--- src/rtl/swan128k256_stream_ctrl_if.sv ---
// Host and cipher-core signal bundle for swan128k256_stream_ctrl.
// slave is the controller's view; master is the host plus both cores.
interface swan128k256_stream_ctrl_if #(
   parameter int BLOCK_SIZE = 128,
   parameter int KEY_SIZE   = 256
);
   logic [KEY_SIZE-1:0]   key_in;
   logic                  key_load;
   logic                  in_valid;
   logic                  in_ready;
   logic [BLOCK_SIZE-1:0] in_data;
   logic                  in_mode;
   logic                  out_valid;
   logic                  out_ready;
   logic [BLOCK_SIZE-1:0] out_data;
   logic                  out_mode;
   logic                  err_timeout;
   logic [15:0]           done_cnt;
   logic [KEY_SIZE-1:0]   core_key;
   logic [BLOCK_SIZE-1:0] core_inp;
   logic                  enc_start;
   logic                  dec_start;
   logic                  enc_ready;
   logic                  dec_ready;
   logic [BLOCK_SIZE-1:0] enc_out;
   logic [BLOCK_SIZE-1:0] dec_out;

   modport slave (
      input  key_in, key_load, in_valid, in_data, in_mode, out_ready,
             enc_ready, dec_ready, enc_out, dec_out,
      output in_ready, out_valid, out_data, out_mode, err_timeout, done_cnt,
             core_key, core_inp, enc_start, dec_start
   );

   modport master (
      output key_in, key_load, in_valid, in_data, in_mode, out_ready,
             enc_ready, dec_ready, enc_out, dec_out,
      input  in_ready, out_valid, out_data, out_mode, err_timeout, done_cnt,
             core_key, core_inp, enc_start, dec_start
   );
endinterface

--- src/rtl/swan128k256_stream_ctrl.sv ---
// Holds the key and runs one block at a time through the ENC or DEC core; accept-to-out_valid is 2 + core latency.
// in_ready is low from acceptance until the cycle after the out_valid/out_ready handshake; a watchdog aborts a stuck core.
module swan128k256_stream_ctrl #(
   parameter int BLOCK_SIZE = 128,
   parameter int KEY_SIZE   = 256,
   parameter int TIMEOUT    = 1023
) (
   input  logic                     clk,
   input  logic                     rst,
   swan128k256_stream_ctrl_if.slave bus
);
   localparam int             CW       = $clog2(TIMEOUT + 1);
   localparam logic [CW-1:0]  CNT_LAST = CW'(TIMEOUT - 1);

   typedef enum logic [1:0] {
      S_IDLE   = 2'd0,
      S_LAUNCH = 2'd1,
      S_WAIT   = 2'd2,
      S_HOLD   = 2'd3
   } state_t;

   state_t                state_q, state_d;
   logic [KEY_SIZE-1:0]   key_q, key_d;
   logic [BLOCK_SIZE-1:0] inp_q, inp_d;
   logic                  mode_q, mode_d;
   logic [BLOCK_SIZE-1:0] out_data_q, out_data_d;
   logic                  out_mode_q, out_mode_d;
   logic                  out_valid_q, out_valid_d;
   logic                  in_ready_q, in_ready_d;
   logic                  err_q, err_d;
   logic [15:0]           done_q, done_d;
   logic [CW-1:0]         cnt_q, cnt_d;
   logic                  enc_start_q, enc_start_d;
   logic                  dec_start_q, dec_start_d;

   logic                  sel_ready;
   logic [BLOCK_SIZE-1:0] sel_out;

   // Only the core matching the latched mode is listened to.
   assign sel_ready = mode_q ? bus.dec_ready : bus.enc_ready;
   assign sel_out   = mode_q ? bus.dec_out   : bus.enc_out;

   always_comb begin
      state_d     = state_q;
      key_d       = key_q;
      inp_d       = inp_q;
      mode_d      = mode_q;
      out_data_d  = out_data_q;
      out_mode_d  = out_mode_q;
      out_valid_d = out_valid_q;
      err_d       = err_q;
      done_d      = done_q;
      cnt_d       = cnt_q;
      enc_start_d = 1'b0;
      dec_start_d = 1'b0;

      case (state_q)
         S_IDLE: begin
            if (bus.key_load) begin
               key_d = bus.key_in;
               err_d = 1'b0;
            end else if (bus.in_valid && in_ready_q) begin
               inp_d       = bus.in_data;
               mode_d      = bus.in_mode;
               enc_start_d = !bus.in_mode;
               dec_start_d = bus.in_mode;
               state_d     = S_LAUNCH;
            end
         end
         S_LAUNCH: begin
            cnt_d   = '0;
            state_d = S_WAIT;
         end
         S_WAIT: begin
            // cnt_q == 0 is the first WAIT cycle: a ready there is left over from the previous block.
            if (sel_ready && (cnt_q != '0)) begin
               out_data_d  = sel_out;
               out_mode_d  = mode_q;
               out_valid_d = 1'b1;
               done_d      = done_q + 16'd1;
               state_d     = S_HOLD;
            end else if (cnt_q == CNT_LAST) begin
               err_d   = 1'b1;
               state_d = S_IDLE;
            end else begin
               cnt_d = cnt_q + 1'b1;
            end
         end
         S_HOLD: begin
            if (bus.out_ready) begin
               out_valid_d = 1'b0;
               state_d     = S_IDLE;
            end
         end
         default: state_d = S_IDLE;
      endcase

      in_ready_d = (state_d == S_IDLE);
   end

   always_ff @(posedge clk or negedge rst) begin
      if (!rst) begin
         state_q     <= S_IDLE;
         key_q       <= '0;
         inp_q       <= '0;
         mode_q      <= 1'b0;
         out_data_q  <= '0;
         out_mode_q  <= 1'b0;
         out_valid_q <= 1'b0;
         in_ready_q  <= 1'b0;
         err_q       <= 1'b0;
         done_q      <= '0;
         cnt_q       <= '0;
         enc_start_q <= 1'b0;
         dec_start_q <= 1'b0;
      end else begin
         state_q     <= state_d;
         key_q       <= key_d;
         inp_q       <= inp_d;
         mode_q      <= mode_d;
         out_data_q  <= out_data_d;
         out_mode_q  <= out_mode_d;
         out_valid_q <= out_valid_d;
         in_ready_q  <= in_ready_d;
         err_q       <= err_d;
         done_q      <= done_d;
         cnt_q       <= cnt_d;
         enc_start_q <= enc_start_d;
         dec_start_q <= dec_start_d;
      end
   end

   assign bus.in_ready    = in_ready_q;
   assign bus.out_valid   = out_valid_q;
   assign bus.out_data    = out_data_q;
   assign bus.out_mode    = out_mode_q;
   assign bus.err_timeout = err_q;
   assign bus.done_cnt    = done_q;
   assign bus.core_key    = key_q;
   assign bus.core_inp    = inp_q;
   assign bus.enc_start   = enc_start_q;
   assign bus.dec_start   = dec_start_q;

   a_start_onehot: assert property (@(posedge clk) disable iff (!rst)
      !(enc_start_q && dec_start_q));
   a_start_in_launch: assert property (@(posedge clk) disable iff (!rst)
      (enc_start_q || dec_start_q) |-> (state_q == S_LAUNCH));
endmodule

--- src/flat_wrapper.sv ---
// flat-port wrapper written by rule: the top's interface ports become plain ports
module swan128k256_stream_ctrl_flat 
#(
   parameter int BLOCK_SIZE = 128,
   parameter int KEY_SIZE   = 256,
   parameter int TIMEOUT    = 1023
)
  (clk, rst, bus_key_in, bus_key_load, bus_in_valid, bus_in_data, bus_in_mode, bus_out_ready, bus_enc_ready, bus_dec_ready, bus_enc_out, bus_dec_out, bus_in_ready, bus_out_valid, bus_out_data, bus_out_mode, bus_err_timeout, bus_done_cnt, bus_core_key, bus_core_inp, bus_enc_start, bus_dec_start);
  swan128k256_stream_ctrl_if #(.BLOCK_SIZE(BLOCK_SIZE), .KEY_SIZE(KEY_SIZE)) bus_i ();
  input  logic clk;
  input  logic rst;
  input wire logic [$bits(bus_i.key_in)-1:0] bus_key_in;
  input wire logic [$bits(bus_i.key_load)-1:0] bus_key_load;
  input wire logic [$bits(bus_i.in_valid)-1:0] bus_in_valid;
  input wire logic [$bits(bus_i.in_data)-1:0] bus_in_data;
  input wire logic [$bits(bus_i.in_mode)-1:0] bus_in_mode;
  input wire logic [$bits(bus_i.out_ready)-1:0] bus_out_ready;
  input wire logic [$bits(bus_i.enc_ready)-1:0] bus_enc_ready;
  input wire logic [$bits(bus_i.dec_ready)-1:0] bus_dec_ready;
  input wire logic [$bits(bus_i.enc_out)-1:0] bus_enc_out;
  input wire logic [$bits(bus_i.dec_out)-1:0] bus_dec_out;
  output wire logic [$bits(bus_i.in_ready)-1:0] bus_in_ready;
  output wire logic [$bits(bus_i.out_valid)-1:0] bus_out_valid;
  output wire logic [$bits(bus_i.out_data)-1:0] bus_out_data;
  output wire logic [$bits(bus_i.out_mode)-1:0] bus_out_mode;
  output wire logic [$bits(bus_i.err_timeout)-1:0] bus_err_timeout;
  output wire logic [$bits(bus_i.done_cnt)-1:0] bus_done_cnt;
  output wire logic [$bits(bus_i.core_key)-1:0] bus_core_key;
  output wire logic [$bits(bus_i.core_inp)-1:0] bus_core_inp;
  output wire logic [$bits(bus_i.enc_start)-1:0] bus_enc_start;
  output wire logic [$bits(bus_i.dec_start)-1:0] bus_dec_start;
  assign bus_i.key_in = bus_key_in;
  assign bus_i.key_load = bus_key_load;
  assign bus_i.in_valid = bus_in_valid;
  assign bus_i.in_data = bus_in_data;
  assign bus_i.in_mode = bus_in_mode;
  assign bus_i.out_ready = bus_out_ready;
  assign bus_i.enc_ready = bus_enc_ready;
  assign bus_i.dec_ready = bus_dec_ready;
  assign bus_i.enc_out = bus_enc_out;
  assign bus_i.dec_out = bus_dec_out;
  assign bus_in_ready = bus_i.in_ready;
  assign bus_out_valid = bus_i.out_valid;
  assign bus_out_data = bus_i.out_data;
  assign bus_out_mode = bus_i.out_mode;
  assign bus_err_timeout = bus_i.err_timeout;
  assign bus_done_cnt = bus_i.done_cnt;
  assign bus_core_key = bus_i.core_key;
  assign bus_core_inp = bus_i.core_inp;
  assign bus_enc_start = bus_i.enc_start;
  assign bus_dec_start = bus_i.dec_start;
  swan128k256_stream_ctrl #(.BLOCK_SIZE(BLOCK_SIZE), .KEY_SIZE(KEY_SIZE), .TIMEOUT(TIMEOUT)) u_core (.clk(clk), .rst(rst), .bus(bus_i));
endmodule
--- config.mk ---
export PLATFORM = sky130hd
export DESIGN_NAME = swan128k256_stream_ctrl_flat
export DESIGN_NICKNAME = d
export VERILOG_FILES = /design/src/rtl/swan128k256_stream_ctrl_if.sv /design/src/rtl/swan128k256_stream_ctrl.sv /design/src/flat_wrapper.sv
export SDC_FILE = /design/constraint.sdc
export NUM_CORES = 1
export LEC_CHECK = 0
export CAP_MARGIN = 20
export CORE_AREA = 2 2 466 468
export DETAILED_ROUTE_END_ITERATION = 7
export DIE_AREA = 0 0 468 470
export PLACE_DENSITY = 0.32
export RECOVER_POWER = 25
export SYNTH_ARGS = -nofsm -noshare
export SYNTH_HDL_FRONTEND = slang
export SYNTH_SLANG_ARGS = --single-unit
export TNS_END_PERCENT = 30
--- constraint.sdc ---
create_clock -name clk -period 5.43 [get_ports clk]
set_clock_uncertainty 0.05 [all_clocks]
set_input_delay 0.8145 -clock clk [delete_from_list [all_inputs] [get_ports clk]]
set_output_delay 0.8145 -clock clk [all_outputs]
set_load 0.02 [all_outputs]
==> summary.md, run 1 <==
| Metric | Value |
|---|---|
| Top cell by count, worst path | clkbuf_1 |
| I/O Buffers | 1181 |
| Failing checks | max-capacitance violations, max-slew violations |
| Io pins | 1182 |
| Final critical-path share of the clock period | 67.72% |
| CTS tree | yes |
| PostCTS Resize Cnt | 0 |
| P per Cell Area | 611.1 mW/mm² |
| Global-route wire length before repair | 193.0 mm |
| Drt wl/cell | 24.67 µm |
| CTS max path bufs | 3 |
| Post-synthesis average cell area | 12.03 µm² |
| Most frequent cells in the layout | clkdlybuf4s50_1, dfrtp_1, nand2_1, mux2_2, o21ai_0 |
| Critical path endpoint category | async pin |
| Synthesized Nets | 2502 |
| VDD IR max | 0.0002367 V |
| CP startpoint | rst |
| DR pass1 iterations | 5 |
| Die width | 468 µm |
| Clock sink count | 547 |
| Overall Global Routing Usage | 12.91% |
| Min-Delay Startpoint | u_core.bus.core_inp[50] |
| Min-Delay Path Class | flop to flop |
| Critical-path cell list | clkbuf_2, clkbuf_1, clkbuf_1 |
| Synth unique cells | 54 |
| Mapped Cells | 1847 |
| Routed Wire Length | 147.1 mm |
| Crit path DAT | 4.39 ns |
| Hold-fix buffers, CTS | 0 |
| Number of enable flip-flop cells after synthesis | 0 |
| Root Buffer | clkbuf_16 |
| Seq/Total Area, Yosys | 61.60% |
| RePlAce Congestion | 0.8466 |
| CP Launch Type | input port |
| H-Tree Level Count | 3 |
| Pleak | 0.01616 µW |
| Die area | 0.2200 mm² |
| Clk_lat worst skew | 0.71 ns |
| Finished Layout Cells | 5963 |
| Delay-heaviest family, CP | buffers and inverters |
| Post-DP HPWL | 117.5 mm |
| Share of cells above drive strength 1 | 13.36% |
| Status | finished with violations |
| Vias/cell | 3.266 |
| Setup TNS | 0 ns |
| Pins over their slew limit | 73 |
| Fmax | 0.2719 GHz |
| Core Footprint | 0.2157 mm² |
| Antenna viol nets, final | 0 |
| RSZ-0062 raised after global routing | false |
| Slowest stage delay, CP | 1.82 ns |
| #FFs+latches synth | 547 |
| Largest fanout on the critical path | 74 |
| Headroom to the max-slew limit | -83.97% |
| RR Startpoint | u_core.mode_q |
| Ys async rst share | 100.0% |
| Min Tclk post-route | 3.677 ns |
| Fin. Hold Viols | 0 |
| Nets | 3677 |
| DR DRC count | 0 |
| Number of buffers created by CTS | 79 |
| Critical Path RT | 6.15 ns |
| Initial antenna violation count | 97 |
| Tot Pwr | 24510 µW |
| Fillers | 23807 |
| Crit path kind | input port to async pin |
| CP Buf/Inv Count | 3 |
| Vias | 19474 |
| Starting density of the core | 10.30% |
| Iter 0 DRT Violations | 813 |
| Setup bufs post-CTS | 0 |
| Post-synthesis cell area | 0.02222 mm² |
| FP Rows | 171 |
| Inst Count DP | 5795 |
| Total grt overflow | 0 |
| Most common cell after layout, fill and taps aside | clkdlybuf4s50_1 |
| Die Ht | 470 µm |
| Number of global-route vias before repair | 20546 |
| Slowest cell on crit path | clkbuf_2 |
| Worst-Margin Slew | 2.760 ns |
| Yosys warns | 0 |
| Setup violators final | 0 |
| Pin count of the biggest net entering global routing | 125 |
| Ys flop type | dfrtp_1 |
| Maxcap violations | 1 |
| P&R area growth vs syn | 80.53% |
| Clock-pin slew on the worst setup and hold paths | 0.05 ns |
-- worst min-delay path: stages, from the launching register on --
cell	delay [ns]
dfrtp_1	0.34
nand2_1	0.05
nand2_1	0.05
-- power breakdown --
part | internal [µW] | switching, µW | leakage [µW]
Sequential | 6000 | 1230 | 0.00669
Combinational | 5260 | 6600 | 0.00816
Clock | 3150 | 2280 | 0.00130
-- flip-flops by register name, summed over array words and instances, names as in the netlist --
name                    cells
u_core.mode_q               1
u_core.bus.out_data       128
u_core.bus.dec_start        1
u_core.bus.core_inp       128
u_core.bus.in_ready         1
u_core.bus.done_cnt        16
u_core.state_q              2
u_core.cnt_q               10
u_core.bus.err_timeout      1
u_core.bus.out_valid        1
u_core.bus.out_mode         1
u_core.bus.enc_start        1
u_core.bus.core_key       256
-- Yosys cell counts, types with 4 or more instances --
master | count | area, µm²
a21oi_1 | 4 | 20.02
and3_1 | 5 | 31.28
and4_1 | 4 | 35.03
buf_2 | 56 | 280.3
buf_4 | 7 | 52.55
buf_6 | 4 | 45.04
clkbuf_1 | 48 | 180.2
dfrtp_1 | 547 | 13690
ha_1 | 7 | 87.58
inv_1 | 14 | 52.55
mux2_2 | 256 | 2883
mux2i_1 | 128 | 1281
nand2_1 | 393 | 1475
nand3_1 | 11 | 55.05
nand4_1 | 5 | 31.28
nor2_1 | 9 | 33.78
nor2b_1 | 4 | 25.02
nor3_1 | 11 | 55.05
o21ai_0 | 244 | 1221
o21ai_1 | 19 | 95.09
o221ai_1 | 4 | 35.03
o31ai_1 | 4 | 30.03
xnor2_1 | 4 | 35.03
xor2_1 | 11 | 96.34
-- routing by layer --
layer,vias to the layer above,wire [µm],track usage (%)
met5,-,404,0
met4,62,2359,2.760
met3,208,17890,6.725
met2,956,67770,21.16
met1,9502,58680,14.86
li1,8746,-,-
-- logic make-up (layout without fill, tap and decap cells) --
group | after synthesis | after routing | share of synthesized area [%]
AO/OA/AOI/OAI | 304 | 304 | 7.398
AND/OR/NAND/NOR | 453 | 453 | 8.265
flip-flops | 547 | 547 | 61.60
multiplexers | 387 | 387 | 18.91
other | 0 | 26 | 0
XOR/XNOR | 15 | 15 | 0.5912
buffers and inverters | 134 | 1370 | 2.849
adder cells (fa/ha/maj) | 7 | 7 | 0.3941
-- final timing paths --
check	end	slack, ns	cells after the start
min reg2reg	u_core.bus.core_inp[50]	0.42	2
min	u_core.bus.core_inp[50]	0.42	2
max in group clk	u_core.bus.out_data[116]	2.35	5
min in group asynchronous	u_core.bus.core_inp[118]	0.95	1
max reg2reg	u_core.bus.out_data[116]	2.35	5
max	u_core.bus.done_cnt[5]	1.75	3
-- through the flow --
| stage | area, µm² | worst slack (ns) | hold slack, ns | utilization [%] |
|---|---|---|---|---|
| 2_1_floorplan | 22220 | 3.416 | 0.4689 | - |
| 6_report | 40120 | 1.753 | 0.4178 | 18.60 |
| 3_5_place_dp | 37450 | 2.153 | 0.4115 | 17.36 |
| 3_3_place_gp | 37450 | 2.188 | 0.4082 | 17.36 |
| 4_1_cts | 40120 | 2.241 | 0.08288 | 18.60 |
| 5_1_grt | 40060 | 1.097 | 0.4394 | 18.57 |
-- layout make-up --
type | count | area, µm² | share of cell area, %
Multi-Input combinational cell | 1166 | 7944 | 19.80
Inverter | 14 | 52.55 | 0.1310
Timing Repair Buffer | 1214 | 12120 | 30.21
Clock inverter | 24 | 337.8 | 0.8421
Sequential cell | 547 | 13690 | 34.13
Antenna cell | 26 | 65.06 | 0.1622
Clock buffer | 118 | 2335 | 5.820
Tap cell | 2854 | 3571 | 8.901
(Power assumes the default switching activity.)
==> run 2: changes to the inputs <==
- CORE_AREA: 2 2 466 468 -> 2 2 455 457
- DIE_AREA: 0 0 468 470 -> 0 0 457 459
- PLACE_DENSITY: 0.32 -> 0.33
- clock period: 5.43 -> 3.55 ns (I/O delays scaled with it)
==> summary.md, run 2 (synthesis results as in run 1) <==
| Metric | Value |
|---|---|
| Status | finished with violations |
| Failing checks | max-capacitance violations, max-slew violations |
| Place WS | 0.8658 ns (-1.288 ns) |
| CTS max path bufs | 3 (unchanged) |
| Hold-fix buffers, CTS | 1 (+1) |
| Nets | 3711 (+0.92%) |
| Clock sink count | 547 (unchanged) |
| Slowest cell on crit path | clkbuf_1 |
| Fmax | 0.3640 GHz |
| Pleak | 0.01635 µW (+1.2%) |
| Max reg flops | 256 (unchanged) |
| Io pins | 1182 (unchanged) |
| VDD IR max | 0.0003564 V (+51%) |
| Final critical-path share of the clock period | 77.38% |
| Most common cell after layout, fill and taps aside | clkdlybuf4s50_1 |
| Antenna viol nets, final | 0 (unchanged) |
| Critical Path Stages | 3 (unchanged) |
| Final setup margin | 0.8030 ns (-0.9498 ns) |
| RePlAce Congestion | 0.7631 (-9.9%) |
| Drt wl/cell | 23.42 µm (-5.1%) |
| Die width | 457 µm (-2.4%) |
| H-Tree Level Count | 3 (unchanged) |
| Iter 0 DRT Violations | 778 (-4.3%) |
| Critical path endpoint category | async pin |
| Global-route wire length before repair | 184.2 mm (-4.6%) |
| Crit path DAT | 3.15 ns (-1.24 ns) |
| Critical-path cell list | dlygate4sd3_1, buf_8, clkbuf_1 |
| Setup TNS | 0 ns (unchanged) |
| PostCTS Resize Cnt | 0 (unchanged) |
| Setup violators final | 0 (unchanged) |
| Most frequent cells in the layout | clkdlybuf4s50_1, dfrtp_1, nand2_1, mux2_2, o21ai_0 |
| Number of buffers created by CTS | 79 (unchanged) |
| P&R area growth vs syn | 81.32% |
| CTS tree | yes |
| Die Ht | 459 µm (-2.3%) |
| Post-Layout Inst Area | 0.04029 mm² (+0.44%) |
| I/O Buffers | 1181 (unchanged) |
| Largest fanout on the critical path | 67 (-9.5%) |
| Maxcap violations | 3 (+2) |
| CP Buf/Inv Count | 3 (unchanged) |
| Starting density of the core | 10.81% (+0.50 points) |
| Tot Pwr | 38010 µW (+55%) |
| Worst-Margin Slew | 1.787 ns (-0.9727 ns) |
| Routed Wire Length | 136.6 mm (-7.2%) |
| Headroom to the max-slew limit | -19.12% (+65 points) |
| Core Footprint | 0.2056 mm² (-4.7%) |
| Share of cells above drive strength 1 | 13.96% (+0.59 points) |
| DR DRC count | 0 (unchanged) |
| P per Cell Area | 943.3 mW/mm² (+54%) |
| Vias/cell | 3.315 (+1.5%) |
| CP Launch Type | input port |
| Fin. Hold Viols | 0 (unchanged) |
| Min Tclk post-route | 2.747 ns |
| Hold_ws | 0.3020 ns (-0.1158 ns) |
| Initial antenna violation count | 38 (-61%) |
| Pin count of the biggest net entering global routing | 76 (-39%) |
| Clock-pin slew on the worst setup and hold paths | 0.05 ns (about the same) |
| RSZ-0062 raised after global routing | false |
| Die area | 0.2098 mm² (-4.6%) |
| Critical Path RT | 3.95 ns (-2.20 ns) |
| Slowest stage delay, CP | 1.35 ns (-0.47 ns) |
| Worst Hold Depth | 3 (+1) |
| Number of global-route vias before repair | 20959 (+2.0%) |
| Total grt overflow | 0 (unchanged) |
| Crit path kind | input port to async pin |
| Post-DP HPWL | 109.4 mm (-6.9%) |
| Setup bufs post-CTS | 0 (unchanged) |
| Min-Delay Path Class | input port to flop |
| Clk_lat worst skew | 0.69 ns (-0.02 ns) |
| FP Rows | 167 (-2.3%) |
| Reg2Reg Depth | 8 (+3) |
| DR pass1 iterations | 5 (unchanged) |
| Vias | 19331 (-0.73%) |
| Pins over their slew limit | 141 (+93%) |
| Overall Global Routing Usage | 12.67% (-0.24 points) |
| Delay-heaviest family, CP | buffers and inverters |
| DP Area | 0.03770 mm² (+0.68%) |
| Root Buffer | clkbuf_16 |
run 2: changes by cell type in the layout (fill, tap and decap cells not counted), moves of 2 or more:
cell       previous run  this run
bufinv_16             3         8
clkinv_16             4         2
clkinv_2             11         7
diode_2              26        11
buf_12                9        20
clkbuf_1             33        43
clkbuf_8             19        12
buf_4                 9        27
clkinv_8              0         3
run 2: power breakdown:
| part | internal [µW] | leakage, µW | switching, µW |
|---|---|---|---|
| clock | 4980 | 0.00129 | 3360 |
| combinational | 8290 | 0.00836 | 10400 |
| sequential | 9180 | 0.00669 | 1840 |
run 2: path summary, 6_finish.rpt:
| path | startpoint | end | slack [ns] |
|---|---|---|---|
| setup reg to reg | u_core.state_q[1] | u_core.bus.core_inp[65] | 1.05 |
| hold reg to reg | u_core.bus.core_inp[56] | u_core.bus.core_inp[56] | 0.42 |
| hold / removal | bus_in_data[39] | u_core.bus.core_inp[39] | 0.30 |
| max in group clk | u_core.bus.out_data[108] | bus_out_data[108] | 0.91 |
| min in group asynchronous | rst | u_core.bus.out_data[33] | 0.48 |
| setup / recovery | rst | u_core.bus.out_data[115] | 0.80 |
run 2: worst min-delay path: cells and delay by family:
family / cells / cell delay [ns]
buffers and inverters: 1 / 0.39
and+or+nand+nor: 2 / 0.09
run 2: area by class of cell:
| class | count | area, µm² |
|---|---|---|
| Fill cell | 22561 | 165300 |
| Sequential cell | 547 | 13690 |
| Timing Repair Buffer | 1248 | 12510 |
| Multi-Input combinational cell | 1166 | 7953 |
| Tap cell | 2704 | 3383 |
| Clock buffer | 118 | 2243 |
| Clock inverter | 24 | 429.2 |
| Inverter | 14 | 52.55 |
| Antenna cell | 11 | 27.53 |
run 2: layer usage:
layer  share of wire (%)  vias up  global-route usage (%)  wire length (µm)
met2                  45      877                   19.82             61720
met5                0.17        -                       0               233
met1                  39     9429                   14.28             53170
li1                    -     8796                       -                 -
met4                 4.6       38                   6.032              6331
met3                  11      191                   6.374             15120
run 2: per-stage QoR:
step                instances  utilization [%]
floorplan                1847                -
global placement         5678            18.34
detailed placement       5678            18.34
CTS                      5821            19.64
global route             5824            19.59
finish                   5832            19.60
==> variant 1: new RTL, config.mk and constraints of run 1 <==
`key_q` and `out_data_q` no longer have a reset.
--- a/src/rtl/swan128k256_stream_ctrl.sv
+++ b/src/rtl/swan128k256_stream_ctrl.sv
@@ -101,10 +101,8 @@
    always_ff @(posedge clk or negedge rst) begin
       if (!rst) begin
          state_q     <= S_IDLE;
-         key_q       <= '0;
          inp_q       <= '0;
          mode_q      <= 1'b0;
-         out_data_q  <= '0;
          out_mode_q  <= 1'b0;
          out_valid_q <= 1'b0;
          in_ready_q  <= 1'b0;
@@ -115,10 +113,8 @@
          dec_start_q <= 1'b0;
       end else begin
          state_q     <= state_d;
-         key_q       <= key_d;
          inp_q       <= inp_d;
          mode_q      <= mode_d;
-         out_data_q  <= out_data_d;
          out_mode_q  <= out_mode_d;
          out_valid_q <= out_valid_d;
          in_ready_q  <= in_ready_d;
@@ -128,6 +124,11 @@
          enc_start_q <= enc_start_d;
          dec_start_q <= dec_start_d;
       end
+   end
+
+   always_ff @(posedge clk) begin
+      key_q      <= key_d;
+      out_data_q <= out_data_d;
    end
 
    assign bus.in_ready    = in_ready_q;
Formal check against the unedited RTL: not equivalent (a bounded check fails within 4 cycles, from zero or initial values and one cycle with rst low).
==> variant 1 against run 1 <==
- the run still ends with max-capacitance violations, max-slew violations left
- final cell count down 8.7%
- sequential cell count is the same
- power down 25%
- first-iteration DRC count shrank 25%
- synthesized area decreased by 11%
- final area fell by 5.7%
- critical path depth grew 3
- sequential share of layout area is 7.1 points higher
- worst setup slack better by 0.089 ns
- routed wire length fell by 11%
- count of clock-buffer cells in the layout shrank 20
==> variant 1: results (changes against run 1) <==
[route]
route.layer.met1.wl_mm = 44.7  ; was 58.7 mm
drt_iter0_markers = 613  ; was 813
number_of_optimization_iterations_in_the_first_detailed_route_pass = 4  ; was 5
detailroute.wirelength.met3_mm = 15.3  ; was 17.9 mm

[synth]
yosys-top-cells-count = 403 x sky130_fd_sc_hd__nand2_1, 384 x sky130_fd_sc_hd__edfxtp_1, 163 x sky130_fd_sc_hd__dfrtp_1  ; was 547 x sky130_fd_sc_hd__dfrtp_1, 393 x sky130_fd_sc_hd__nand2_1, 256 x sky130_fd_sc_hd__mux2_2
syn_nets = 1925  ; was 2502
ys_seq_area_frac = 0.790  ; was 0.616
synth_edf_count = 384  ; was 0
synth_top_flop_cell = sky130_fd_sc_hd__edfxtp_1  ; was sky130_fd_sc_hd__dfrtp_1
yosys-top-cells-area = sky130_fd_sc_hd__edfxtp_1 58%, sky130_fd_sc_hd__dfrtp_1 21%, sky130_fd_sc_hd__nand2_1 7.7%, sky130_fd_sc_hd__mux2_2 7.4%, sky130_fd_sc_hd__clkbuf_1 0.68%  ; was sky130_fd_sc_hd__dfrtp_1 62%, sky130_fd_sc_hd__mux2_2 13%, sky130_fd_sc_hd__nand2_1 6.6%, sky130_fd_sc_hd__mux2i_1 5.8%, sky130_fd_sc_hd__o21ai_0 5.5%
async_flop_share = 0.298  ; was 1.00

[global_route]
gr-usage-met2 = 0.206  ; was 0.212
grt_pass1_vias = 16700  ; was 20500
grt_antenna_before_repair = 124  ; was 97
track_usage = 0.114  ; was 0.129
global_route.usage.met3 = 0.0569  ; was 0.0672
grt_first_pass_wirelength_mm = 166  ; was 193 mm
grt_start_max_net_pins = 92  ; was 125

[final_layout]
proportion_of_layout_cells_with_a_drive_suffix_above_1 = 0.109  ; was 0.134
nets = 3157  ; was 3677
layoutNonFillerInstCount = 5442  ; was 5963

[run_status]
failed_checks = max-capacitance violations, max-slew violations  ; unchanged
outcome = finished with violations  ; unchanged

[flow_run]
timing.max_cap.violations = 1  ; unchanged

[place]
place_inst = 5275  ; was 5795
gpl.final_weighted_congestion = 0.811  ; was 0.847

[worst_setup_path]
timing.reg2reg.setup_slack_ns = 1.84  ; was 2.35 ns
critical_path.reg2reg.endpoint = u_core.bus.out_data[58]  ; was u_core.bus.out_data[116]
crit_arrival_ns = 3.89  ; was 4.39 ns

[power_and_ir_drop]
power.leakage_nw = 13.7  ; was 16.2 nW
power.ir.vdd_worst_v = 0.000210  ; was 0.000237 V

[sta]
finalMaxSlewViolations = 32  ; was 73
timing_worst_slew_pin_value_ns = 1.81  ; was 2.76 ns

==> variant 1: kinds of logic after synthesis <==
logic type / after synthesis / synth area share
flops: 547 / 0.790
compound gates: 36 / 0.0142
mux: 131 / 0.0749
xor+xnor: 15 / 0.00665
simple gates: 473 / 0.0971
buf+inv: 61 / 0.0126
fa+ha+maj: 7 / 0.00443
==> variant 1: power breakdown <==
| part | total, mW | leakage (nW) | internal, mW | switching, mW |
|---|---|---|---|---|
| registers | 6.49 | 5.63 | 5.89 | 0.600 |
| logic | 6.55 | 6.77 | 2.76 | 3.79 |
| clock network | 5.29 | 1.27 | 3.04 | 2.24 |
==> variant 1: stage by stage <==
step                       util  power, mW  worst slack, ns  area [µm²]  hold WS (ns)
after detailed placement  0.163       13.3             1.51       35200         0.412
after global routing      0.175       19.4             1.48       37800        0.0691
after CTS                 0.175       18.9             1.71       37800        0.0453
after floorplan               -       9.33            0.988       19800         0.446
after global placement    0.163       13.4             1.59       35200         0.407
final                     0.176       18.3             1.84       37900        0.0735
==> variant 1: area by class of cell <==
class / count / area, µm²
Antenna cell: 23 / 57.6
Clock buffer: 98 / 2120
Clock inverter: 46 / 493
Fill cell: 23600 / 178000
Inverter: 9 / 38.8
Multi-Input combinational cell: 662 / 3910
Sequential cell: 547 / 15600
Tap cell: 2854 / 3570
Timing Repair Buffer: 1203 / 12000
==> variant 1: worst max path at each step <==
stage	start	to	slack, ns
finish	u_core.state_q[0]	u_core.bus.out_data[58]	1.84
global route	u_core.state_q[0]	u_core.bus.out_data[35]	1.48
CTS	u_core.state_q[0]	u_core.bus.out_data[35]	1.71
detailed placement	bus_enc_ready	u_core.bus.out_data[35]	1.51
global placement	bus_enc_ready	u_core.bus.out_data[35]	1.59
floorplan	bus_key_load	u_core.bus.core_key[0]	0.99
==> variant 2: new RTL, flow settings as in run 1 <==
Without the edit above. `TIMEOUT` is set to 1023 in 2 places; all go to 511.
--- a/src/rtl/swan128k256_stream_ctrl.sv
+++ b/src/rtl/swan128k256_stream_ctrl.sv
@@ -3,7 +3,7 @@
 module swan128k256_stream_ctrl #(
    parameter int BLOCK_SIZE = 128,
    parameter int KEY_SIZE   = 256,
-   parameter int TIMEOUT    = 1023
+   parameter int TIMEOUT    = 511
 ) (
    input  logic                     clk,
    input  logic                     rst,
--- a/src/flat_wrapper.sv
+++ b/src/flat_wrapper.sv
@@ -3,7 +3,7 @@
 #(
    parameter int BLOCK_SIZE = 128,
    parameter int KEY_SIZE   = 256,
-   parameter int TIMEOUT    = 1023
+   parameter int TIMEOUT    = 511
 )
   (clk, rst, bus_key_in, bus_key_load, bus_in_valid, bus_in_data, bus_in_mode, bus_out_ready, bus_enc_ready, bus_dec_ready, bus_enc_out, bus_dec_out, bus_in_ready, bus_out_valid, bus_out_data, bus_out_mode, bus_err_timeout, bus_done_cnt, bus_core_key, bus_core_inp, bus_enc_start, bus_dec_start);
   swan128k256_stream_ctrl_if #(.BLOCK_SIZE(BLOCK_SIZE), .KEY_SIZE(KEY_SIZE)) bus_i ();
Check against the original RTL: not settled (the Yosys comparison gave no result); the edit may change what the design does.
==> variant 2 against run 1 <==
- power shrank 1.3%
- the run still ends with max-capacitance violations, max-slew violations left
- synthesized area shrank 2.6%
- final area shrank 1.3%
- routed wire length shrank 15%
- hold slack lost 0.36 ns
- count of clock-buffer cells in the layout grew 1
- worst setup slack gained 0.65 ns
- sequential cell count shrank 1
- die area is the same
==> variant 2: results (changes against run 1) <==
[worst_setup_path]
slowest_stage = sky130_fd_sc_hd__o211ai_1  ; was sky130_fd_sc_hd__clkbuf_2
worstRegToRegCells = 7  ; was 5
path_delay_family = compound AO/OA/AOI/OAI gates  ; was buffers and inverters
timing.reg2reg.setup_slack_ns = 2.40  ; was 2.35 ns
crit_arrival_ns = 3.52  ; was 4.39 ns
worstSetupStartpoint = u_core.cnt_q[0]  ; was rst
crit_path_max_incr_delay_ns = 0.73  ; was 1.82 ns

[synth]
yosys-top-cells-area = sky130_fd_sc_hd__dfrtp_1 63%, sky130_fd_sc_hd__mux2_2 20%, sky130_fd_sc_hd__mux2i_1 6.0%, sky130_fd_sc_hd__nand2_1 2.6%, sky130_fd_sc_hd__o21ai_0 1.8%  ; was sky130_fd_sc_hd__dfrtp_1 62%, sky130_fd_sc_hd__mux2_2 13%, sky130_fd_sc_hd__nand2_1 6.6%, sky130_fd_sc_hd__mux2i_1 5.8%, sky130_fd_sc_hd__o21ai_0 5.5%
synth_adder_area_share = 0.00405  ; was 0.00394
postSynthCellCount = 1535  ; was 1847
yosys.area_share.xor_xnor = 0.00607  ; was 0.00591
compound_gate_portion_of_the_synthesized_area = 0.0389  ; was 0.0740
synth.area.mux_share = 0.261  ; was 0.189

[route]
dr_total_vias = 17000  ; was 19500
number_of_optimization_iterations_in_the_first_detailed_route_pass = 6  ; was 5

[global_route]
grt_pass1_vias = 18700  ; was 20500
grt_start_max_net_pins = 133  ; was 125
track_usage = 0.110  ; was 0.129

[place]
gpl.final_weighted_congestion = 0.765  ; was 0.847
place_worst_setup_slack_ns = 2.26  ; was 2.15 ns

[flow_run]
timing.max_cap.violations = 3  ; was 1

[power_and_ir_drop]
power.leakage_nw = 15.7  ; was 16.2 nW

[run_status]
outcome = finished with violations  ; unchanged
failed_checks = max-capacitance violations, max-slew violations  ; unchanged

[final_layout]
proportion_of_layout_cells_with_a_drive_suffix_above_1 = 0.190  ; was 0.134

[sta]
finalMaxSlewViolations = 205  ; was 73

## variant 2: changes by cell type in the layout (fill, tap and decap cells not counted), sizes merged, moves of 5 or more
cell / delta
o21ai: -132
xnor2: +5
xor2: -5
diode: -13
buf: +8
nand2: -247
nor3: -5
clkinv: -9
mux2: +127
clkbuf: -10
## variant 2: per-layer routing
layer	track usage	vias up	wire length, µm	share of wire
met2	0.198	874	63800	0.51
met4	0.0337	24	2740	0.022
met5	0	-	149	0.0012
met3	0.0529	158	14400	0.11
met1	0.111	8144	44100	0.35
li1	-	7818	-	-
## variant 2: cell type report
class                   count  area, µm²
fillers                 23600     176000
multi-input cells         892       7570
repair buffers           1211      12100
clock inverters            18        299
flip-flops and latches    546      13700
well taps                2854       3570
diodes                     13       32.5
inverters                   7       26.3
clock buffers             119       2290
## variant 2: power by group
part	switching, mW	internal [mW]
sequential	1.28	6.04
clock	2.17	3.11
combinational	6.05	5.54
total	9.50	14.7
